===== config.mk =====
export PLATFORM = sky130hd
export DESIGN_NAME = irrigacao_sequenciador_flat
export DESIGN_NICKNAME = d
export VERILOG_FILES = /design/src/rtl/irrigacao_sequenciador_if.sv /design/src/rtl/irrigacao_sequenciador.sv /design/src/flat_wrapper.sv
export SDC_FILE = /design/constraint.sdc
export NUM_CORES = 1
export LEC_CHECK = 0
export ABC_CLOCK_PERIOD_IN_PS = 2000
export CORE_ASPECT_RATIO = 0.9
export CORE_UTILIZATION = 35
export CTS_CLUSTER_DIAMETER = 120
export DETAILED_ROUTE_END_ITERATION = 10
export HOLD_SLACK_MARGIN = 0.05
export SLEW_MARGIN = 20
export SYNTH_ARGS = -nofsm -noshare
export SYNTH_HDL_FRONTEND = slang
export SYNTH_SLANG_ARGS = --single-unit

===== constraint.sdc =====
create_clock -name i_clk -period 2 [get_ports i_clk]
set_input_delay 0.4 -clock i_clk [delete_from_list [all_inputs] [get_ports i_clk]]
set_output_delay 0.4 -clock i_clk [all_outputs]
set_load 0.01 [all_outputs]

===== src/rtl/irrigacao_sequenciador_if.sv =====
// Bus between the irrigation decision/level logic and the actuator sequencer.
// Handshake: none; every signal is a level or a one-clock pulse sampled on the rising clock edge.
interface irrigacao_sequenciador_if;
    logic        tick_1hz;
    logic        req_vs;
    logic        req_bs;
    logic        nivel_ok;
    logic        erro;
    logic        clr_fault;
    logic        vs_out;
    logic        bs_out;
    logic        timer_clr;
    logic [2:0]  estado;
    logic        fault;
    logic [15:0] total_s;

    modport master (
        output tick_1hz, req_vs, req_bs, nivel_ok, erro, clr_fault,
        input  vs_out, bs_out, timer_clr, estado, fault, total_s
    );

    modport slave (
        input  tick_1hz, req_vs, req_bs, nivel_ok, erro, clr_fault,
        output vs_out, bs_out, timer_clr, estado, fault, total_s
    );
endinterface


===== src/rtl/irrigacao_sequenciador.sv =====
// Sprinkler/drip actuator sequencer: settle, min/max on-time, cooldown, round-robin, fault latch.
// Optional IRRIG_RUNTIME_LOG_EN adds a saturating count of seconds spent in RUN on total_s.
module irrigacao_sequenciador #(
    parameter int SETTLE_S = 2,
    parameter int MIN_ON_S = 5,
    parameter int MAX_ON_S = 600,
    parameter int COOL_S   = 10,
    parameter int CNT_W    = 10
) (
    input  logic                     i_clk,
    input  logic                     i_reset,
    irrigacao_sequenciador_if.slave  bus
);
    typedef enum logic [2:0] {
        S_IDLE   = 3'd0,
        S_SETTLE = 3'd1,
        S_RUN    = 3'd2,
        S_COOL   = 3'd3,
        S_FAULT  = 3'd4
    } state_t;

    localparam logic [CNT_W-1:0] L_SETTLE = CNT_W'(SETTLE_S);
    localparam logic [CNT_W-1:0] L_MIN    = CNT_W'(MIN_ON_S);
    localparam logic [CNT_W-1:0] L_MAX    = CNT_W'(MAX_ON_S);
    localparam logic [CNT_W-1:0] L_COOL   = CNT_W'(COOL_S);

    state_t           r_state;
    state_t           w_next;
    logic [CNT_W-1:0] r_cnt;
    logic             r_sel;      // 0 = sprinkler (VS), 1 = drip (BS)
    logic             r_last;
    logic             w_sel_next;
    logic             w_grant;
    logic             w_req_sel;
    logic             w_vs_d;
    logic             w_bs_d;
    logic             w_fault_d;
    logic             r_vs;
    logic             r_bs;
    logic             r_timer_clr;
    logic             r_fault;

    assign w_req_sel = r_sel ? bus.req_bs : bus.req_vs;

    always_ff @(posedge i_clk) begin
        if (!i_reset) begin
            r_state     <= S_IDLE;
            r_cnt       <= '0;
            r_sel       <= 1'b0;
            r_last      <= 1'b1;
            r_vs        <= 1'b0;
            r_bs        <= 1'b0;
            r_timer_clr <= 1'b0;
            r_fault     <= 1'b0;
        end else begin
            r_state <= w_next;
            // A state change clears the counter even when a tick arrives in the same cycle.
            if (w_next != r_state)
                r_cnt <= '0;
            else if (bus.tick_1hz && (r_cnt < L_MAX))
                r_cnt <= r_cnt + 1'b1;
            if (w_grant) begin
                r_sel  <= w_sel_next;
                r_last <= w_sel_next;
            end
            r_vs        <= w_vs_d;
            r_bs        <= w_bs_d;
            r_timer_clr <= w_grant;
            r_fault     <= w_fault_d;
        end
    end

    always_comb begin
        w_next     = r_state;
        w_grant    = 1'b0;
        w_sel_next = r_sel;
        case (r_state)
            S_IDLE: begin
                if (bus.erro) begin
                    w_next = S_FAULT;
                end else if (bus.nivel_ok && (bus.req_vs || bus.req_bs)) begin
                    w_next     = S_SETTLE;
                    w_grant    = 1'b1;
                    w_sel_next = (bus.req_vs && bus.req_bs) ? ~r_last : bus.req_bs;
                end
            end
            S_SETTLE: begin
                if (bus.erro)                        w_next = S_FAULT;
                else if (!w_req_sel || !bus.nivel_ok) w_next = S_IDLE;
                else if (r_cnt == L_SETTLE)          w_next = S_RUN;
            end
            S_RUN: begin
                if (bus.erro)                            w_next = S_FAULT;
                else if (!bus.nivel_ok)                  w_next = S_COOL;
                else if (r_cnt == L_MAX)                 w_next = S_COOL;
                else if (!w_req_sel && (r_cnt >= L_MIN)) w_next = S_COOL;
            end
            S_COOL: begin
                if (bus.erro)              w_next = S_FAULT;
                else if (r_cnt == L_COOL)  w_next = S_IDLE;
            end
            S_FAULT: begin
                if (bus.clr_fault && !bus.erro) w_next = S_IDLE;
            end
            default: w_next = S_IDLE;
        endcase
    end

    always_comb begin
        w_vs_d    = (w_next == S_RUN) && !w_sel_next;
        w_bs_d    = (w_next == S_RUN) &&  w_sel_next;
        w_fault_d = (w_next == S_FAULT);
    end

    assign bus.vs_out    = r_vs;
    assign bus.bs_out    = r_bs;
    assign bus.timer_clr = r_timer_clr;
    assign bus.estado    = r_state;
    assign bus.fault     = r_fault;

`ifdef IRRIG_RUNTIME_LOG_EN
    logic [15:0] r_total;

    always_ff @(posedge i_clk) begin
        if (!i_reset)
            r_total <= '0;
        else if ((r_state == S_RUN) && bus.tick_1hz && (r_total != 16'hFFFF))
            r_total <= r_total + 16'd1;
    end

    assign bus.total_s = r_total;
`else
    assign bus.total_s = '0;
`endif
endmodule

===== src/flat_wrapper.sv =====
// flat-port wrapper written by rule: the top's interface ports become plain ports
module irrigacao_sequenciador_flat 
#(
    parameter int SETTLE_S = 2,
    parameter int MIN_ON_S = 5,
    parameter int MAX_ON_S = 600,
    parameter int COOL_S   = 10,
    parameter int CNT_W    = 10
)
  (i_clk, i_reset, bus_tick_1hz, bus_req_vs, bus_req_bs, bus_nivel_ok, bus_erro, bus_clr_fault, bus_vs_out, bus_bs_out, bus_timer_clr, bus_estado, bus_fault, bus_total_s);
  irrigacao_sequenciador_if bus_i ();
  input  logic i_clk;
  input  logic i_reset;
  input wire logic [$bits(bus_i.tick_1hz)-1:0] bus_tick_1hz;
  input wire logic [$bits(bus_i.req_vs)-1:0] bus_req_vs;
  input wire logic [$bits(bus_i.req_bs)-1:0] bus_req_bs;
  input wire logic [$bits(bus_i.nivel_ok)-1:0] bus_nivel_ok;
  input wire logic [$bits(bus_i.erro)-1:0] bus_erro;
  input wire logic [$bits(bus_i.clr_fault)-1:0] bus_clr_fault;
  output wire logic [$bits(bus_i.vs_out)-1:0] bus_vs_out;
  output wire logic [$bits(bus_i.bs_out)-1:0] bus_bs_out;
  output wire logic [$bits(bus_i.timer_clr)-1:0] bus_timer_clr;
  output wire logic [$bits(bus_i.estado)-1:0] bus_estado;
  output wire logic [$bits(bus_i.fault)-1:0] bus_fault;
  output wire logic [$bits(bus_i.total_s)-1:0] bus_total_s;
  assign bus_i.tick_1hz = bus_tick_1hz;
  assign bus_i.req_vs = bus_req_vs;
  assign bus_i.req_bs = bus_req_bs;
  assign bus_i.nivel_ok = bus_nivel_ok;
  assign bus_i.erro = bus_erro;
  assign bus_i.clr_fault = bus_clr_fault;
  assign bus_vs_out = bus_i.vs_out;
  assign bus_bs_out = bus_i.bs_out;
  assign bus_timer_clr = bus_i.timer_clr;
  assign bus_estado = bus_i.estado;
  assign bus_fault = bus_i.fault;
  assign bus_total_s = bus_i.total_s;
  irrigacao_sequenciador #(.SETTLE_S(SETTLE_S), .MIN_ON_S(MIN_ON_S), .MAX_ON_S(MAX_ON_S), .COOL_S(COOL_S), .CNT_W(CNT_W)) u_core (.i_clk(i_clk), .i_reset(i_reset), .bus(bus_i));
endmodule

==> flow_metrics.py, run 1 <==
metrics = {
    "logic_synthesis": {
        "synth_ff_type": "dfxtp_1",
        "ys_ff_latch": 19,
        "netlist_area_sq_um": 1210,
        "synth_simple_gate_area_frac": 0.272,
        "synthXorXnorAreaFrac": 0.0577,
        "synth_fa_ha_area_frac": 0.0515,
        "async_reset_ff_frac": 0,
        "yosys.area.top_type": "dfxtp_1",
        "synth_edf_count": 0,
        "syn_avg_cell_area_sq_um": 8.74,
        "ys_types": 45,
        "synth_top_area_frac": 0.313,
        "synth_compound_area_frac": 0.132,
        "synth_mux_area_frac": 0.0350,
        "syn_inst": 139,
        "synth_area_leaders": "dfxtp_1 (31%), buf_4 (9.9%), xnor2_1 (5.8%)",
        "synth_warnings": 0,
        "synth_top_family_by_area": "simple AND/OR/NAND/NOR gates",
        "ys_seq_area_frac": 0.313,
    },
    "critical_path": {
        "end_kind": "flip-flop",
        "cp.arrival_ns": 2.13,
        "cp.required_ns": 2.19,
        "worstSetupStartpointType": "input pin",
        "cp_slowest_cell": "clkdlybuf4s50_1",
        "critical_path_class": "input pin to flip-flop",
        "max_stage_delay_ns": 0.48,
        "crit_fanout": 10,
        "crit_chain": "clkdlybuf4s50_1 -> nor2b_1 -> and4b_1 -> a211oi_1 -> a311o_1 -> buf_12 -> nor2_2",
    },
    "outcome": {
        "status": "finished, final reports clean",
    },
    "pwr": {
        "p_per_area_nw_per_um2": 526,
        "total_power_uw": 764,
        "power_leakage_uw": 0.000533,
        "max-vdd-ir-drop_uv": 340,
    },
    "clock_network": {
        "clk-insertion-delay-late_ns": 0.25,
        "cts_setup_buffers": 0,
        "cts_made_buffers": 3,
        "clock_sinks": 19,
        "hold_buffers": 0,
        "root_buffer": "clkbuf_8",
        "cts.repair.resized": 0,
        "clkTransAtPathRegs_ns": 0.08,
        "tritoncts": "built",
        "clock_path_buffers": 2,
        "ctsHtreeMaxLevel": 1,
    },
    "timing": {
        "fin_hold_ws_ns": 0.487,
        "hold_viol": 0,
        "fin_crit_sh": 0.968,
        "setup-violations-final": 0,
        "rsz0062_at_grt": "false",
        "maxSlewViolCount": 0,
        "clock.fmax_mhz": 517,
        "fin_crit_ns": 1.94,
        "skew_ns": 0.00728,
    },
    "drt": {
        "viasPerCell": 4.79,
        "post-route-drc-count": 0,
        "drt_wl_total_mm": 2.29,
        "vias": 973,
        "first_pass_iters": 4,
        "ant_nets": 0,
        "wl_per_cell_um": 11.3,
        "dr.first_iter.drc_count": 67,
    },
    "placement": {
        "routabilityCongestion": 0.784,
        "post_dp_cell_area_sq_um": 1390,
        "hpwl_mm": 1.73,
        "port_buffers": 14,
    },
    "finish": {
        "mostFrequentLayoutCells": "dfxtp_1 (17), conb_1 (16), clkdlybuf4s50_1 (14)",
        "drive_gt1_frac": 0.186,
        "nets": 175,
        "area_growth_pct": 19.6,
        "design_area_sq_um": 1450,
        "num_antenna_cells": 0,
        "final_common_cell": "dfxtp_1",
    },
    "floorplanning": {
        "core_area_sq_um": 3190,
        "ioPinCount": 31,
        "dieArea_sq_um": 3710,
        "start_util": 0.381,
        "fp.dieW_um": 64.1,
        "fp.dieH_um": 57.9,
        "row_count": 19,
    },
    "global_route": {
        "antenna_found_initial": 0,
        "grt_pass1_vias": 871,
        "grt_use_total": 0.136,
        "grt_max_degree": 12,
        "grt.overflow.total": 0,
        "grt_pass1_wl_mm": 3.95,
    },
    "run": {
        "drv_cap": 0,
    },
    "min_path": {
        "min_path_type": "flip-flop to flip-flop",
    },
}
-- through the flow --
stage,setup TNS [ns],instances,worst slack (ns),util
4_1_cts,0,203,0.0185,0.452
2_1_floorplan,0,154,0.253,-
3_5_place_dp,-1.38,199,-0.138,0.438
3_3_place_gp,-1.44,199,-0.145,0.438
6_report,0,203,0.0648,0.456
5_1_grt,0,203,0.00240,0.456
-- power by group --
| group | leakage (uW) | internal, uW | switching [uW] |
|---|---|---|---|
| registers | 0.000155 | 384 | 6.49 |
| logic | 0.000353 | 52.7 | 56.2 |
| clock network | 0.0000255 | 138 | 126 |
-- metal layers --
| layer | up-vias | share of wire | global-route usage | wire length (um) |
|---|---|---|---|---|
| met5 | - | 0 | 0 | 0 |
| met4 | 0 | 0.0057 | 0.0190 | 13 |
| met3 | 2 | 0.062 | 0.0453 | 143 |
| met2 | 35 | 0.43 | 0.214 | 989 |
| met1 | 441 | 0.50 | 0.185 | 1140 |
| li1 | 495 | - | - | - |
-- final timing paths --
check,slack (ns),start,end,cells after the start
worst min-delay path,0.49,u_core.r_last$_SDFFE_PN1P_,u_core.r_last$_SDFFE_PN1P_,2
worst max register to register,0.13,u_core.r_cnt[0]$_SDFFE_PP0P_,u_core.bus.estado[0]$_SDFF_PN0_,7
worst min register to register,0.49,u_core.r_last$_SDFFE_PN1P_,u_core.r_last$_SDFFE_PN1P_,2
worst max-delay path,0.06,bus_nivel_ok,u_core.r_cnt[6]$_SDFFE_PP0P_,7
-- critical path: cells and delay by family --
kind,cells,cell delay (ns)
AND/OR/NAND/NOR,3,0.62
buffers and inverters,2,0.65
AO/OA/AOI/OAI,2,0.46
-- cell usage after synthesis (2+ instances only) --
cell type	n
and4b_1	2
nor2_1	13
nand2b_1	2
nor3_1	2
nor2b_1	4
nand3_1	4
ha_1	5
dfxtp_1	19
buf_4	16
a31oi_1	2
mux2i_1	2
nor3_4	2
mux2_2	2
nand2_1	4
xnor2_1	8
o21ai_0	3
a21oi_1	3
and2_1	4
inv_1	7
o2111ai_1	2
nor2_2	9
-- final cells by class --
type | count | area [sq um]
clock inverter | 1 | 5.00
timing repair buffer | 21 | 205
sequential | 19 | 385
fill | 327 | 1730
multi-input combinational | 109 | 733
tap | 42 | 52.6
clock buffer | 3 | 41.3
inverter | 8 | 30.0
-- sequential cells by signal (all words and copies together) (netlist names) --
signal	count
u_core.bus.vs_out	1
u_core.r_sel	1
u_core.bus.estado	3
u_core.bus.timer_clr	1
u_core.r_cnt	10
u_core.r_last	1
u_core.bus.fault	1
u_core.bus.bs_out	1
-- logic make-up (layout without fill, tap and decap cells) --
group | after synthesis | in the layout
multiplexers | 4 | 4
AO/OA/AOI/OAI | 22 | 22
XOR/XNOR | 8 | 8
flip-flops | 19 | 19
adder cells (fa/ha/maj) | 5 | 5
buffers and inverters | 26 | 33
other | 1 | 16
AND/OR/NAND/NOR | 54 | 54
(Power assumes the default switching activity.)
==> inputs of run 2 (changes only) <==
--- a/config.mk
+++ b/config.mk
@@ -5,12 +5,14 @@
 export SDC_FILE = /design/constraint.sdc
 export NUM_CORES = 1
 export LEC_CHECK = 0
+export ABC_AREA = 1
 export ABC_CLOCK_PERIOD_IN_PS = 2000
 export CORE_ASPECT_RATIO = 0.9
 export CORE_UTILIZATION = 35
 export CTS_CLUSTER_DIAMETER = 120
 export DETAILED_ROUTE_END_ITERATION = 10
 export HOLD_SLACK_MARGIN = 0.05
+export MAX_ROUTING_LAYER = met4
 export SLEW_MARGIN = 20
 export SYNTH_ARGS = -nofsm -noshare
 export SYNTH_HDL_FRONTEND = slang
==> flow_metrics.py, run 2 <==
metrics = {
    "outcome": {
        "status": "finished, final reports clean",
    },
    "timing": {
        "hold_viol": 0,
        "maxSlewViolCount": 0,
        "rsz0062_at_grt": "false",
        "clock.fmax_mhz": 543,
        "setup-violations-final": 0,
        "fin_hold_ws_ns": 0.485,
        "skew_ns": 0.00106,
        "fin_crit_ns": 1.84,
        "fin_crit_sh": 0.920,
    },
    "finish": {
        "largest_reg_flops": 10,
        "ff_latch_area_sq_um": 382,
        "final_common_cell": "nor2_1",
        "num_antenna_cells": 0,
        "fillCellCount": 345,
        "nets": 214,
        "multiInputGateArea_sq_um": 681,
        "mostFrequentLayoutCells": "nor2_1 (32), nand2_1 (29), inv_1 (27)",
        "area_growth_pct": 21.5,
        "fin_cells": 242,
        "regMostFlops": "u_core.r_cnt",
        "drive_gt1_frac": 0.140,
    },
    "critical_path": {
        "worstSetupStartpointType": "input pin",
        "cp.required_ns": 2.20,
        "ff2ff_setup_slack_ns": 0.24,
        "cp_common_cell": "nand2_1",
        "crit_buf_inv": 2,
        "r2r_end": "u_core.r_cnt[9]$_SDFFE_PP0P_",
        "max_stage_delay_ns": 0.47,
        "end_kind": "flip-flop",
        "r2r-start": "u_core.r_cnt[1]$_SDFFE_PP0P_",
        "cp_top_family": "simple AND/OR/NAND/NOR gates",
        "crit_chain": "clkdlybuf4s50_1 -> inv_1 -> nand2_1 -> o21ai_0 -> nor3_1 -> o21ai_1 -> nand2_1 -> nand2_1 -> nand2_2 -> nand2_1 -> nand2_2 -> nand3_4 -> nor2_1",
        "reg2reg_depth": 16,
        "crit_fanout": 5,
        "cp_slowest_cell": "clkdlybuf4s50_1",
        "cp.arrival_ns": 2.04,
        "critical_path_class": "input pin to flip-flop",
    },
    "floorplanning": {
        "dieArea_sq_um": 3690,
        "core_area_sq_um": 3160,
        "row_count": 19,
        "fp.dieW_um": 63.9,
        "ioPinCount": 31,
        "fp.dieH_um": 57.8,
        "start_util": 0.382,
    },
    "logic_synthesis": {
        "async_reset_ff_frac": 0,
        "yosys.area.top_type": "dfxtp_1",
        "syn_avg_cell_area_sq_um": 6.91,
        "synth_area_leaders": "dfxtp_1 (31%), nor2_1 (11%), buf_4 (9.9%)",
        "ys_seq_area_frac": 0.315,
        "ys_ff_latch": 19,
        "syn_inst": 175,
        "ys_types": 26,
        "synth_edf_count": 0,
        "synth_warnings": 0,
        "synth_most_common_cell": "nor2_1",
        "synth_ff_type": "dfxtp_1",
        "ys_top_cells_by_count": "nor2_1 (34), nand2_1 (31), inv_1 (28)",
        "netlist_area_sq_um": 1210,
        "synth_top_area_frac": 0.315,
    },
    "drt": {
        "first_pass_iters": 4,
        "wl_per_cell_um": 9.83,
        "viasPerCell": 4.25,
        "dr.first_iter.drc_count": 27,
        "vias": 1029,
        "ant_nets": 0,
        "post-route-drc-count": 0,
        "drt_wl_total_mm": 2.38,
    },
    "pwr": {
        "max-vdd-ir-drop_uv": 487,
        "total_power_uw": 788,
        "p_per_area_nw_per_um2": 536,
        "power_leakage_uw": 0.000645,
    },
    "global_route": {
        "grt.busiest_layer": "met2",
        "grt_max_degree": 13,
        "antenna_found_initial": 0,
        "grt_util_met2": 0.196,
        "grt_pass1_vias": 882,
        "grt_use_total": 0.137,
        "grt.overflow.total": 0,
        "met3_usage": 0.0374,
        "grtUsageMet1": 0.187,
        "grt_pass1_wl_mm": 3.80,
    },
    "placement": {
        "routabilityCongestion": 0.769,
        "port_buffers": 14,
        "hpwl_mm": 1.79,
        "placed_cells": 237,
    },
    "clock_network": {
        "root_buffer": "clkbuf_8",
        "cts_setup_buffers": 0,
        "tritoncts": "built",
        "clock_sinks": 19,
        "clkTransAtPathRegs_ns": 0.08,
        "cts_made_buffers": 3,
        "clock_path_buffers": 2,
        "clk-insertion-delay-late_ns": 0.26,
        "ctsHtreeMaxLevel": 1,
    },
    "run": {
        "drv_cap": 0,
    },
    "min_path": {
        "min_path_type": "flip-flop to flip-flop",
        "min_to": "u_core.r_last$_SDFFE_PN1P_",
        "min_path_cells": 2,
        "hp-start": "u_core.r_last$_SDFFE_PN1P_",
    },
}
run 2: cell types whose count changed after synthesis, moves of 3 or more:
cell,change
and2_1,-4
inv_1,+21
nand2_1,+27
nand3_1,+3
nor2_1,+21
nor2_2,-6
nor2b_1,-4
xnor2_1,-4
xor2_1,+4
run 2: worst reg2reg max path, delay by kind of cell, from the launching register on:
kind / cells / cell delay [ns]
buf+inv: 2 / 0.13
compound gates: 1 / 0.14
simple gates: 12 / 0.85
flops: 1 / 0.37
fa+ha+maj: 1 / 0.18
run 2: cell type report:
type                            count  area share
Clock inverter                      1     0.00511
Tap cell                           42      0.0358
Inverter                           28      0.0716
Sequential cell                    19       0.260
Timing Repair Buffer               22       0.136
Clock buffer                        3      0.0281
Multi-Input combinational cell    127       0.463
run 2: worst max-delay path by stage:
stage	depth (start not counted)	from	endpoint
2_1_floorplan	16	u_core.r_cnt[1]$_SDFFE_PP0P_	u_core.r_cnt[9]$_SDFFE_PP0P_
3_3_place_gp	13	bus_req_bs	u_core.r_cnt[7]$_SDFFE_PP0P_
3_5_place_dp	13	bus_req_bs	u_core.r_cnt[3]$_SDFFE_PP0P_
4_1_cts	13	bus_req_bs	u_core.r_cnt[3]$_SDFFE_PP0P_
5_1_grt	13	bus_req_bs	u_core.r_cnt[4]$_SDFFE_PP0P_
6_report	13	bus_req_bs	u_core.r_cnt[9]$_SDFFE_PP0P_
run 2: per-layer routing:
layer  vias to the layer above  part of all wire
met1                       452              0.52
met3                         4             0.047
li1                        549                 -
met5                         -                 0
met4                         0             0.011
met2                        24              0.42
run 2: stage by stage:
stage	setup TNS [ns]	utilization	cell area [sq um]	worst slack, ns
2_1_floorplan	0	-	1260	0.439
3_3_place_gp	-0.785	0.438	1390	-0.0871
3_5_place_dp	-0.870	0.438	1390	-0.101
4_1_cts	0	0.454	1440	0.171
5_1_grt	0	0.465	1470	0.00406
6_report	0	0.465	1470	0.160
run 2: what timing repair did:
action / in CTS / in global routing
gates resized for setup: 0 / 9
endpoints found under the setup margin: 0 / 10
hold endpoints to repair: 0 / 0
hold buffers: 0 / 0
run 2: kinds of logic (layout without fill, tap and decap cells):
logic type / count (synthesis) / in the layout / synth area share
and+or+nand+nor: 83 / 84 / 0.302
buffers and inverters: 45 / 54 / 0.196
DFF: 19 / 19 / 0.315
AOI/OAI and AO/OA: 13 / 13 / 0.0652
xor gates and xnor gates: 8 / 8 / 0.0580
adders and majority gates: 5 / 5 / 0.0518
other: 1 / 16 / 0.00310
muxes: 1 / 1 / 0.00932
run 2: report_power, final:
| part | switching [uW] | total, uW | internal, uW |
|---|---|---|---|
| Sequential | 5.91 | 392 | 386 |
| Combinational | 67.7 | 118 | 50.5 |
| Clock | 137 | 278 | 141 |
| Total | 211 | 788 | 577 |
